## config.mk

```make
export PLATFORM = sky130hd
export DESIGN_NAME = priority_arbiter
export DESIGN_NICKNAME = d
export VERILOG_FILES = /design/src/rtl/priority_arbiter_pkg.sv /design/src/rtl/priority_arbiter_encoder.sv /design/src/rtl/priority_arbiter.sv
export SDC_FILE = /design/constraint.sdc
export NUM_CORES = 1
export LEC_CHECK = 0
export ABC_AREA = 1
export CAP_MARGIN = 30
export CORE_AREA = 10 10 47 49
export DETAILED_ROUTE_END_ITERATION = 12
export DIE_AREA = 0 0 57 59
export HOLD_SLACK_MARGIN = 0.02
export PLACE_DENSITY_LB_ADDON = 0.05
export SYNTH_ARGS = -nofsm -noshare
export SYNTH_HDL_FRONTEND = slang
export SYNTH_SLANG_ARGS = --single-unit
```

## constraint.sdc

```tcl
create_clock -name clk -period 3.4 [get_ports clk]
set_input_delay 0.68 -clock clk [delete_from_list [all_inputs] [get_ports clk]]
set_output_delay 0.68 -clock clk [all_outputs]
set_load 0.005 [all_outputs]
```

## src/rtl/priority_arbiter_pkg.sv

```systemverilog
// Shared types and helpers for the registered priority arbiter.
package priority_arbiter_pkg;

  typedef enum logic {FIXED = 1'b0, ROUND_ROBIN = 1'b1} arb_mode_t;
  typedef enum logic {IDLE = 1'b0, GRANT = 1'b1} state_t;

  // Hold counter width; one bit minimum so a disabled limit still has a legal vector.
  function automatic int hold_width(input int max_hold);
    return (max_hold > 0) ? $clog2(max_hold + 1) : 1;
  endfunction

endpackage

```

## src/rtl/priority_arbiter_encoder.sv

```systemverilog
// Combinational N-input priority encoder; the highest set index wins.
module priority_encoder_n #(
  parameter int NUM_INPUTS = 4,
  localparam int W = $clog2(NUM_INPUTS)
) (
  input  logic [NUM_INPUTS-1:0] req_i,
  output logic [W-1:0]          result_o,
  output logic                  valid_o
);

  // Ascending scan so the last set bit seen is the highest index.
  always_comb begin
    result_o = '0;
    valid_o  = |req_i;
    for (int i = 0; i < NUM_INPUTS; i++) begin
      result_o = req_i[i] ? W'(i) : result_o;
    end
  end

endmodule

```

## src/rtl/priority_arbiter.sv

```systemverilog
// Registered N-input arbiter: fixed or round-robin priority, grant locking and
// an optional maximum-hold limit that forces rotation to other requesters.
module priority_arbiter
  import priority_arbiter_pkg::*;
#(
  parameter int        NUM_REQ  = 4,
  parameter arb_mode_t MODE     = ROUND_ROBIN,
  parameter int        MAX_HOLD = 0,
  localparam int       IW       = $clog2(NUM_REQ),
  localparam int       HW       = hold_width(MAX_HOLD)
) (
  input  logic               clk,
  input  logic               rst_n,
  input  logic [NUM_REQ-1:0] req,
  output logic [NUM_REQ-1:0] gnt,
  output logic [IW-1:0]      gnt_idx,
  output logic               valid
);

  localparam logic [NUM_REQ-1:0] ONE_HOT0 = {{(NUM_REQ-1){1'b0}}, 1'b1};
  localparam logic [HW-1:0]      HOLD_SAT = (MAX_HOLD > 0) ? HW'(MAX_HOLD) : HW'(1);
  localparam logic [IW:0]        N_W      = (IW+1)'(NUM_REQ);

  state_t              state_q, state_d;
  logic [IW-1:0]       idx_q, idx_d, last_q, last_d;
  logic [HW-1:0]       hold_q, hold_d;

  logic [NUM_REQ-1:0]  holder_oh_s, cand_s, rot_s;
  logic [IW-1:0]       offset_s, enc_idx_s, win_idx_s;
  logic [IW:0]         lshift_s, sum_s;
  logic                enc_valid_s, holder_req_s, others_s, limit_s, keep_s;

  assign holder_oh_s  = (state_q == GRANT) ? (ONE_HOT0 << idx_q) : '0;
  assign holder_req_s = |(req & holder_oh_s);
  assign others_s     = |(req & ~holder_oh_s);
  assign limit_s      = (MAX_HOLD > 0) && (hold_q == HOLD_SAT);
  assign keep_s       = holder_req_s && !(limit_s && others_s);

  // A holder at its limit is masked out; a dropped holder is already absent from req.
  assign cand_s   = (holder_req_s && limit_s) ? (req & ~holder_oh_s) : req;

  // Rotating by last puts index last-1 on top, so the encoder's descending
  // priority becomes the round-robin search order.
  assign offset_s = (MODE == ROUND_ROBIN) ? last_q : '0;
  assign lshift_s = N_W - {1'b0, offset_s};
  assign rot_s    = (cand_s >> offset_s) | (cand_s << lshift_s);

  priority_encoder_n #(.NUM_INPUTS(NUM_REQ)) u_enc (
    .req_i    (rot_s),
    .result_o (enc_idx_s),
    .valid_o  (enc_valid_s)
  );

  assign sum_s     = {1'b0, enc_idx_s} + {1'b0, offset_s};
  assign win_idx_s = (sum_s >= N_W) ? IW'(sum_s - N_W) : sum_s[IW-1:0];

  // Next-state: lock, forced or dropped-holder re-arbitration, or idle.
  always_comb begin
    state_d = state_q;
    idx_d   = idx_q;
    last_d  = last_q;
    hold_d  = hold_q;
    case (state_q)
      IDLE, GRANT: begin
        if ((state_q == GRANT) && keep_s) begin
          hold_d = (hold_q < HOLD_SAT) ? (hold_q + HW'(1)) : hold_q;
        end else if (enc_valid_s) begin
          state_d = GRANT;
          idx_d   = win_idx_s;
          last_d  = win_idx_s;
          hold_d  = HW'(1);
        end else begin
          state_d = IDLE;
          idx_d   = '0;
          hold_d  = '0;
        end
      end
      default: begin
        state_d = IDLE;
        idx_d   = '0;
        last_d  = '0;
        hold_d  = '0;
      end
    endcase
  end

  // State and grant registers.
  always_ff @(posedge clk or negedge rst_n) begin
    if (!rst_n) begin
      state_q <= IDLE;
      idx_q   <= '0;
      last_q  <= '0;
      hold_q  <= '0;
    end else begin
      state_q <= state_d;
      idx_q   <= idx_d;
      last_q  <= last_d;
      hold_q  <= hold_d;
    end
  end

  assign valid   = (state_q == GRANT);
  assign gnt_idx = idx_q;
  assign gnt     = (ONE_HOT0 << idx_q) & {NUM_REQ{valid}};

endmodule

```

Yosys cells after proc, flatten, opt, wreduce, memory -nomap -nowiden
Cells that the tools add are included.
Storage, ports and cells
  output and inout bits: 7
  logic and storage cells: 25
  bits in registers: 5
  input bits: 6
Cells by class
  mux-type cells: 7
  add/sub/neg operators: 3
  shifts and indexed selects: 3
  reduce and logical (&&, ||, !) cells: 4
  bitwise logic cells: 4
  order comparisons: 1
Operators by type and width (count)
  $and 4x4->4: 2
  $mux 2: 4
  $reduce_or 4->1: 2
  $mux 4: 1
  $or 4x4->4: 1
  $shl 1x2->4 const A: 1
  $shl 4x3->4: 1
  $shr 4x2->4: 1
  $add 2x2->3: 1
  $ge 3x3->1 const B: 1
  $sub 3x2->3 const A: 1
  $mux 1: 2
  $reduce_and 2->1: 1
  $sub 2x1->2 const B: 1
  $logic_and 1x1->1: 1
  $not 1->1: 1

Longest topological paths before layout
Gate-level depths: netlist (run 1).
  depth after elaboration: 10
  mapped depth: 13
  depth with buffers taken out: 13

By module
Synthesis (run 1) repeated with hierarchy kept, for this count alone.
Second synthesis, totals
  cells, all modules: 80
  area, all modules: 475.5 µm²
By module, submodules not included
  priority_arbiter: seq. area each 125.1 µm², cells an instance 72, instances 1, area each 442.9 µm²
  priority_encoder_n: seq. area each 0.0 µm², cells an instance 8, instances 1, area each 32.5 µm²

Least setup slack after synthesis (run 1)
Ideal clock, no wire load.
  path type: flip-flop to flip-flop
  from: register last_q[0]
  to: register idx_q[1], in the netlist gnt_idx[1]
  setup slack: 1.302 ns
  required time: 3.278 ns
  stages on the path, launching flop included: 14
  period minus slack after synthesis: 2.098 ns
  setup time: 0.122 ns
  path buffers: 0
  arrival: 1.977 ns
  cells stage by stage: dfrtp_1 inv_2 ha_1 inv_1 nand3_1 nand3_2 nand2_4 a31o_2 ha_1 xor2_1 o21bai_1 nand2_1 nand2_1 nand2_1
Between the ends
  cells in the longest elaborated chain, start to end: 10
  elaborated cells between the ends (all ways): 13
  classes of those cells: 3 x add/sub; 1 x order compare; 2 x shift; 5 x mux; 1 x bitwise; 1 x reduce/logical
Ends and longest elaborated chain
  from (decl): RTL line priority_arbiter.sv:25  | logic [IW-1:0] idx_q, idx_d, last_q, last_d;
  from (signal assigned): RTL line priority_arbiter.sv:97  | last_q <= last_d;
  $sub 3x2->3: RTL line priority_arbiter.sv:45  | assign lshift_s = N_W - {1'b0, offset_s};
  $shl 4x3->4: RTL line priority_arbiter.sv:46  | assign rot_s = (cand_s >> offset_s) | (cand_s << lshift_s);
  $or 4x4->4: RTL line priority_arbiter.sv:46
  $mux 1: RTL line priority_arbiter_encoder.sv:16  | result_o = req_i[i] ? W'(i) : result_o;
  $mux 2 (2 in a row): RTL line priority_arbiter_encoder.sv:16
  $add 2x2->3: RTL line priority_arbiter.sv:54  | assign sum_s = {1'b0, enc_idx_s} + {1'b0, offset_s};
  $ge 3x3->1 or $sub 2x1->2 (tied branches): RTL line priority_arbiter.sv:55  | assign win_idx_s = (sum_s >= N_W) ? IW'(sum_s - N_W) : sum_s[IW-1:0];
  $mux 2: RTL line priority_arbiter.sv:55
  $mux 2 (*): RTL line priority_arbiter.sv:67  | end else if (enc_valid_s) begin
  to (signal assigned): RTL line priority_arbiter.sv:96  | idx_q <= idx_d;
  to (decl): RTL line priority_arbiter.sv:25
Mark *: on every way between the ends. The rest lies on a longest branch, timed or not.
A chain may end at the register's enable or synchronous reset.

Final worst setup path (run 1)
  from: register last_q[1]
  to: register idx_q[1], in the netlist gnt_idx[1]
Same word-level chain as after synthesis.

==> summary.txt, run 1 <==
Status
  – Run status: finished, final reports clean

Clock network
  – Total clock buffers created by CTS: 3
  – Root Buffer Master: clkbuf_4
  – H-Tree Level Count: 1
  – Reg clk slew, reported paths: roughly 40 ps
  – Clock network latency to the later pin of the worst-skew pair: roughly 230 ps
  – Setup repair bufs after CTS: 0
  – Clock tree from TritonCTS: built
  – Number of buffers inserted for hold repair after clock tree synthesis: 0
  – Bufs on Longest Clock Path: 2
  – Quantity of gates resized following cts: 0
  – Clock sink total: 5

Floorplanning
  – Count of boundary I/O pins: 13
  – Die Footprint: 3360 um2
  – Number of standard-cell rows in the floorplan: 14
  – Overall die height: 59 um
  – CORE AREA: 1400 um2
  – Die width: between 50 and 60 um
  – Starting utilization of the core area: 0.372

STA
  – Worst slew slack as a fraction of its limit: 0.836
  – Setup Viol. Count Final: 0
  – Worst hold slack across all endpoints: 592 ps
  – Tcrit/Tclk final: 0.686
  – Count of pins over their slew limit: 0
  – Clock skew: 0.749 ps
  – Setup_tns: 0 ps
  – Minimum clock period: 2330 ps
  – Final hold violations: 0
  – Setup repair after global routing missed its margin: false
  – Worst-margin pin slew: 244 ps
  – Highest clock rate: about 430 MHz

Routing
  – Total detailed-routing wirelength: around 1200 um
  – Total vias in the final route: roughly 520
  – Antenna Nets Post-Route: 0
  – Pre-antenna DRT Iters: 2
  – DRT iter0 DRCs: 8
  – Total DRC errors in the routed layout: 0
  – Vias per Instance: between 4 and 5
  – Detailed-route wire length per cell: about 11 um

Synthesis
  – Total nets after synthesis: 86
  – Seq/Total Area, Yosys: 0.240
  – Yosys warnings: 0
  – Count of mapped cells out of synthesis: a little under 80
  – Yosys reg bits: 5
  – Mapped cell area: between 500 and 600 um2
  – Post-synthesis cell type count: 20
  – Avg Synthesized Cell Area: 6.78 um2

Placed design
  – Global placement routability congestion: around 0.84
  – Placed wire-length estimate after detailed placement: ~1100 um
  – Cells after DPL: ~110
  – IO Port Bufs: 12

Final layout
  – Most common cell after layout, fill and taps aside: nand2_1
  – Final Core Density: 0.491
  – Final nets: slightly above 100
  – Leading cell types in the layout, fill and taps excluded: nand2_1, clkdlybuf4s50_1, nand2_2, inv_1
  – Layout overhead on the synthesized area: 31.9%
  – Fraction of layout instances using a drive strength above 1: 0.237
  – Ant. Diodes: 0
  – Count of non-filler cells in the finished layout: between 100 and 150

Min path
  – Worst hold path type: flop to flop
  – Number of cells on the worst hold path: 2

GRT
  – Overall overflow remaining after global route: 0
  – GRT Util Overall: 0.0799
  – Maximum number of pins on one net before global-route repair: 8
  – Vias in the first global route: between 500 and 600
  – Number of antenna violations at the first check in global routing: 0
  – Wire length of the first global-routing pass: roughly 2300 um

Critical path
  – Data required, critical path: ~3500 ps
  – Kind of launch point of the worst setup path: flop
  – Critical path capture point type: flop
  – Cell count of the worst reg-to-reg path: 13
  – Most used cell, CP: nand2_1
  – Crit path max fanout: 7
  – Worst reg2reg setup slack: roughly 1100 ps
  – Arrival time at the worst endpoint: approximately 2500 ps
  – Standard cell with the maximum stage delay on the critical path: dfrtp_1
  – Cell breakdown of the critical path: inv_1, ha_1, inv_1, nand3_1, nand3_2, nand2_4, a31o_2, ha_1, xor2_1, o21bai_1, nand2_1, nand2_1, nand2_1
  – Crit Path Class: flop to flop
  – Largest stage delay on the critical path: about 450 ps

Power
  – VDD IR max: around 540 uV
  – Areal power density over the cells: roughly 1200 nW/um2
  – Leakage power: about 0.35 nW

Flow run
  – Number of maximum-capacitance violations: 0
## per-layer routing
layer	up-vias	track usage	routed length, um
met1	243	0.0781	500
met2	2	0.166	707
met5	-	0	0
met4	0	0.0302	0
met3	0	0.00644	12
li1	279	-	-
## critical path: cells and delay by family, from the launching register on
kind	cells	cell delay, ps
simple gates	6	440
flops	1	450
compound gates	2	350
fa+ha+maj	2	540
buf+inv	2	260
xor+xnor	1	160
## cells by family after synthesis
group | Yosys count | synth area share
buffers and inverters | 9 | 0.0648
AND/OR/NAND/NOR | 52 | 0.520
XOR/XNOR | 1 | 0.0168
AO/OA/AOI/OAI | 7 | 0.0863
adder cells (fa/ha/maj) | 3 | 0.0720
flip-flops | 5 | 0.240
## registers in the layout, summed over array words and instances, names as in the netlist
signal   cells
last_q       2
valid        1
gnt_idx      2
## cells in the mapped netlist
cell / instances / area, um2
nand2_4: 2 / 22.5
o21bai_1: 1 / 7.51
inv_1: 7 / 26.3
nor3_2: 1 / 10.0
nand2_2: 7 / 43.8
nor2_2: 1 / 6.26
o21ai_2: 1 / 8.76
xor2_1: 1 / 8.76
ha_1: 3 / 37.5
nand3_2: 3 / 30.0
nor2_1: 3 / 11.3
a31o_2: 1 / 8.76
nor3_1: 2 / 10.0
nand3_1: 5 / 25.0
nand2_1: 27 / 101
o21ai_0: 2 / 10.0
nor2_4: 1 / 11.3
dfrtp_1: 5 / 125
a21oi_1: 2 / 10.0
inv_2: 2 / 7.51
## final cells by class
class / count / area [um2]
fillers: 156 / 713
multi-input cells: 63 / 363
flip-flops and latches: 5 / 125
repair buffers: 12 / 120
inverters: 9 / 33.8
clock buffers: 4 / 26.3
well taps: 16 / 20.0
## metrics by stage
stage | setup WS, ps | power, mW | area [um2]
floorplan | 1300 | 0.611 | 522
global placement | 844 | 0.788 | 662
detailed placement | 819 | 0.793 | 662
CTS | 1060 | 0.865 | 688
global route | 843 | 0.963 | 688
finish | 1070 | 0.849 | 688
## power by group
part | internal (mW) | switching, mW
registers | 0.0964 | 0.0412
logic | 0.275 | 0.372
clock network | 0.0442 | 0.0211
## worst paths after layout
path,startpoint,endpoint
worst max-delay path,last_q[1],gnt_idx[1]
worst min-delay path,gnt_idx[0],gnt_idx[0]
worst max register to register,last_q[1],gnt_idx[1]
worst min register to register,gnt_idx[0],gnt_idx[0]
max in group asynchronous,rst_n,last_q[1]
min in group asynchronous,rst_n,valid
Note: power is estimated with default switching activity, not from simulation.
==> run 2: changes to the inputs <==
==> constraint.sdc (replaced) <==
create_clock -name clk -period 1.9 [get_ports clk]
set_input_delay 0.38 -clock clk [delete_from_list [all_inputs] [get_ports clk]]
set_output_delay 0.38 -clock clk [all_outputs]
set_load 0.005 [all_outputs]
==> run 2 against run 1 <==
Against the previous run: the flow now finishes with violations (negative setup slack); power increased by 130%; flip-flop and latch count unchanged; worst setup slack got worse by 1100 ps; die area unchanged; clock-buffer cell count unchanged; clock power increased by 84%; global-route usage increased by 0.34 points; sequential power increased by 70%; register-to-register slack got worse by 1100 ps; clock skew increased by 4.6 ps; hold slack got worse by 240 ps; largest cell class unchanged.
==> summary.txt, run 2 (synthesis gave the netlist of run 1 again) <==
Status
  – Run status: finished, violations left
  – Failing checks: negative setup slack

STA
  – Final hold violations: 0 (unchanged)
  – Setup Viol. Count Final: 2 (+2)
  – Worst-margin pin slew: 210 ps (-34.1 ps)
  – Worst path setup slack after routing: -14.1 ps (-1080 ps)
  – Setup repair after global routing missed its margin: true
  – Clock skew: 5.32 ps (+4.57 ps)
  – Setup_tns: -23.3 ps (-23.3 ps)
  – Highest clock rate: 522 MHz (+22%)
  – Count of pins over their slew limit: 0 (unchanged)
  – Tcrit/Tclk final: 1.01 (+0.321)
  – Worst slew slack as a fraction of its limit: 0.860 (+0.0236)
  – Worst hold slack across all endpoints: 356 ps (-235 ps)
  – Minimum clock period: 1910 ps (-420 ps)

Critical path
  – Number of cells on the critical path: 12 (-1)
  – Cell count of the worst reg-to-reg path: 12 (-1)
  – Crit path max fanout: 5 (-2)
  – Data required, critical path: 2010 ps (-1510 ps)
  – Standard cell with the maximum stage delay on the critical path: dfrtp_2
  – Arrival time at the worst endpoint: 2030 ps (-420 ps)
  – Cell breakdown of the critical path: inv_4, ha_4, nor2_1, nand2_1, nand3_2, a31o_4, ha_4, xor2_2, o21bai_1, nand2_1, nand2_2, nand2_1
  – Top cell family by delay on the critical path: adder cells
  – Worst reg2reg setup slack: -10 ps (-1080 ps)
  – Largest stage delay on the critical path: 390 ps (-60 ps)
  – Buffers and inverters on the worst path: 1 (-1)
  – Critical path capture point type: flop
  – Crit Path Class: flop to flop
  – Most used cell, CP: nand2_1
  – Kind of launch point of the worst setup path: flop

Clock network
  – Total clock buffers created by CTS: 3 (unchanged)
  – Bufs on Longest Clock Path: 2 (unchanged)
  – Number of buffers inserted for hold repair after clock tree synthesis: 0 (unchanged)
  – Clock network latency to the later pin of the worst-skew pair: 230 ps (about the same)
  – Clock tree from TritonCTS: built
  – Clock sink total: 5 (unchanged)
  – Reg clk slew, reported paths: 50 ps (about the same)
  – Root Buffer Master: clkbuf_4
  – H-Tree Level Count: 1 (unchanged)

Routing
  – DRT iter0 DRCs: 6 (-2)
  – Total vias in the final route: 568 (+8.4%)
  – Total detailed-routing wirelength: 1420 um (+16%)
  – Vias per Instance: 4.66 (-3.2%)
  – Detailed-route wire length per cell: 11.6 um (+4.0%)
  – Pre-antenna DRT Iters: 4 (+2)
  – Antenna Nets Post-Route: 0 (unchanged)
  – Total DRC errors in the routed layout: 0 (unchanged)

GRT
  – Overall overflow remaining after global route: 0 (unchanged)
  – Maximum number of pins on one net before global-route repair: 7 (-1)
  – Vias in the first global route: 561 (+1.4%)
  – GRT Util Overall: 0.0833 (+0.00340)
  – Number of antenna violations at the first check in global routing: 0 (unchanged)
  – Wire length of the first global-routing pass: 2360 um (+4.6%)

Final layout
  – Ant. Diodes: 0 (unchanged)
  – Layout overhead on the synthesized area: 64.7%
  – Leading cell types in the layout, fill and taps excluded: nand2_1, buf_4, nand2_2, clkdlybuf4s50_1, nand3_2
  – FILL cells: 134 (-14%)
  – Final nets: 116 (+13%)
  – Area of all placed cells without fillers: 860 um2 (+25%)
  – Fraction of layout instances using a drive strength above 1: 0.453 (+0.216)
  – Final Core Density: 0.613 (+0.122)
  – Most common cell after layout, fill and taps aside: nand2_1

Placed design
  – Global placement routability congestion: 0.768 (-8.2%)
  – Placed wire-length estimate after detailed placement: 1200 um (+9.3%)
  – IO Port Bufs: 12 (unchanged)
  – Instance area at placement: 795 um2 (+20%)

Power
  – VDD IR max: 971 uV (+79%)
  – Final total power: 1.98 mW (+130%)
  – Leakage power: 0.437 nW (+24%)
  – Areal power density over the cells: 2310 nW/um2 (+87%)

Floorplanning
  – Starting utilization of the core area: 0.372 (unchanged)
  – Count of boundary I/O pins: 13 (unchanged)
  – Die Footprint: 3360 um2 (unchanged)
  – Die width: 57 um (unchanged)
  – CORE AREA: 1400 um2 (unchanged)
  – Number of standard-cell rows in the floorplan: 14 (unchanged)
  – Overall die height: 59 um (unchanged)

Flow run
  – Number of maximum-capacitance violations: 0 (unchanged)

Min path
  – Worst hold path type: primary input to async pin
==> run 2: where the power goes <==
part	internal [mW]	leakage, nW	switching, mW
combinational	0.791	0.365	0.839
clock	0.0792	0.0150	0.0403
sequential	0.177	0.0567	0.0575
total	1.05	0.437	0.936
==> run 2: what timing repair did <==
item                                    4_1_cts  5_1_grt
endpoints found under the setup margin        3        3
pin swaps                                     2        2
setup buffers                                 1        0
gates cloned                                  0        0
resized for setup                             4        7
==> run 2: path summary, 6_finish.rpt <==
path	from	to
worst max-delay path	last_q[0]	gnt_idx[1]
worst min-delay path	rst_n	valid
worst max register to register	last_q[0]	gnt_idx[1]
worst min register to register	gnt_idx[0]	gnt_idx[0]
max in group asynchronous	rst_n	last_q[0]
min in group clk	gnt_idx[0]	gnt_idx[0]
==> run 2: final cells by class <==
cell class / instances / area (um2) / share of cell area
Multi-Input combinational cell: 63 / 429 / 0.499
Timing Repair Buffer: 25 / 218 / 0.253
Sequential cell: 5 / 128 / 0.148
Inverter: 9 / 38.8 / 0.0451
Clock buffer: 4 / 26.3 / 0.0306
Tap cell: 16 / 20.0 / 0.0233
==> run 2: stage by stage <==
| stage | cells | setup WS, ps |
|---|---|---|
| after global routing | 122 | -150 |
| after CTS | 122 | -64.1 |
| after detailed placement | 117 | -335 |
| after global placement | 117 | -308 |
| final | 122 | -14.1 |
| after floorplan | 77 | -36.6 |
==> run 2: per-layer routing <==
layer,global-route usage,up-vias,wire [um]
met5,0,-,0
met2,0.158,6,766
met1,0.0911,260,600
li1,-,302,-
met4,0.0101,0,0
met3,0.0236,0,53
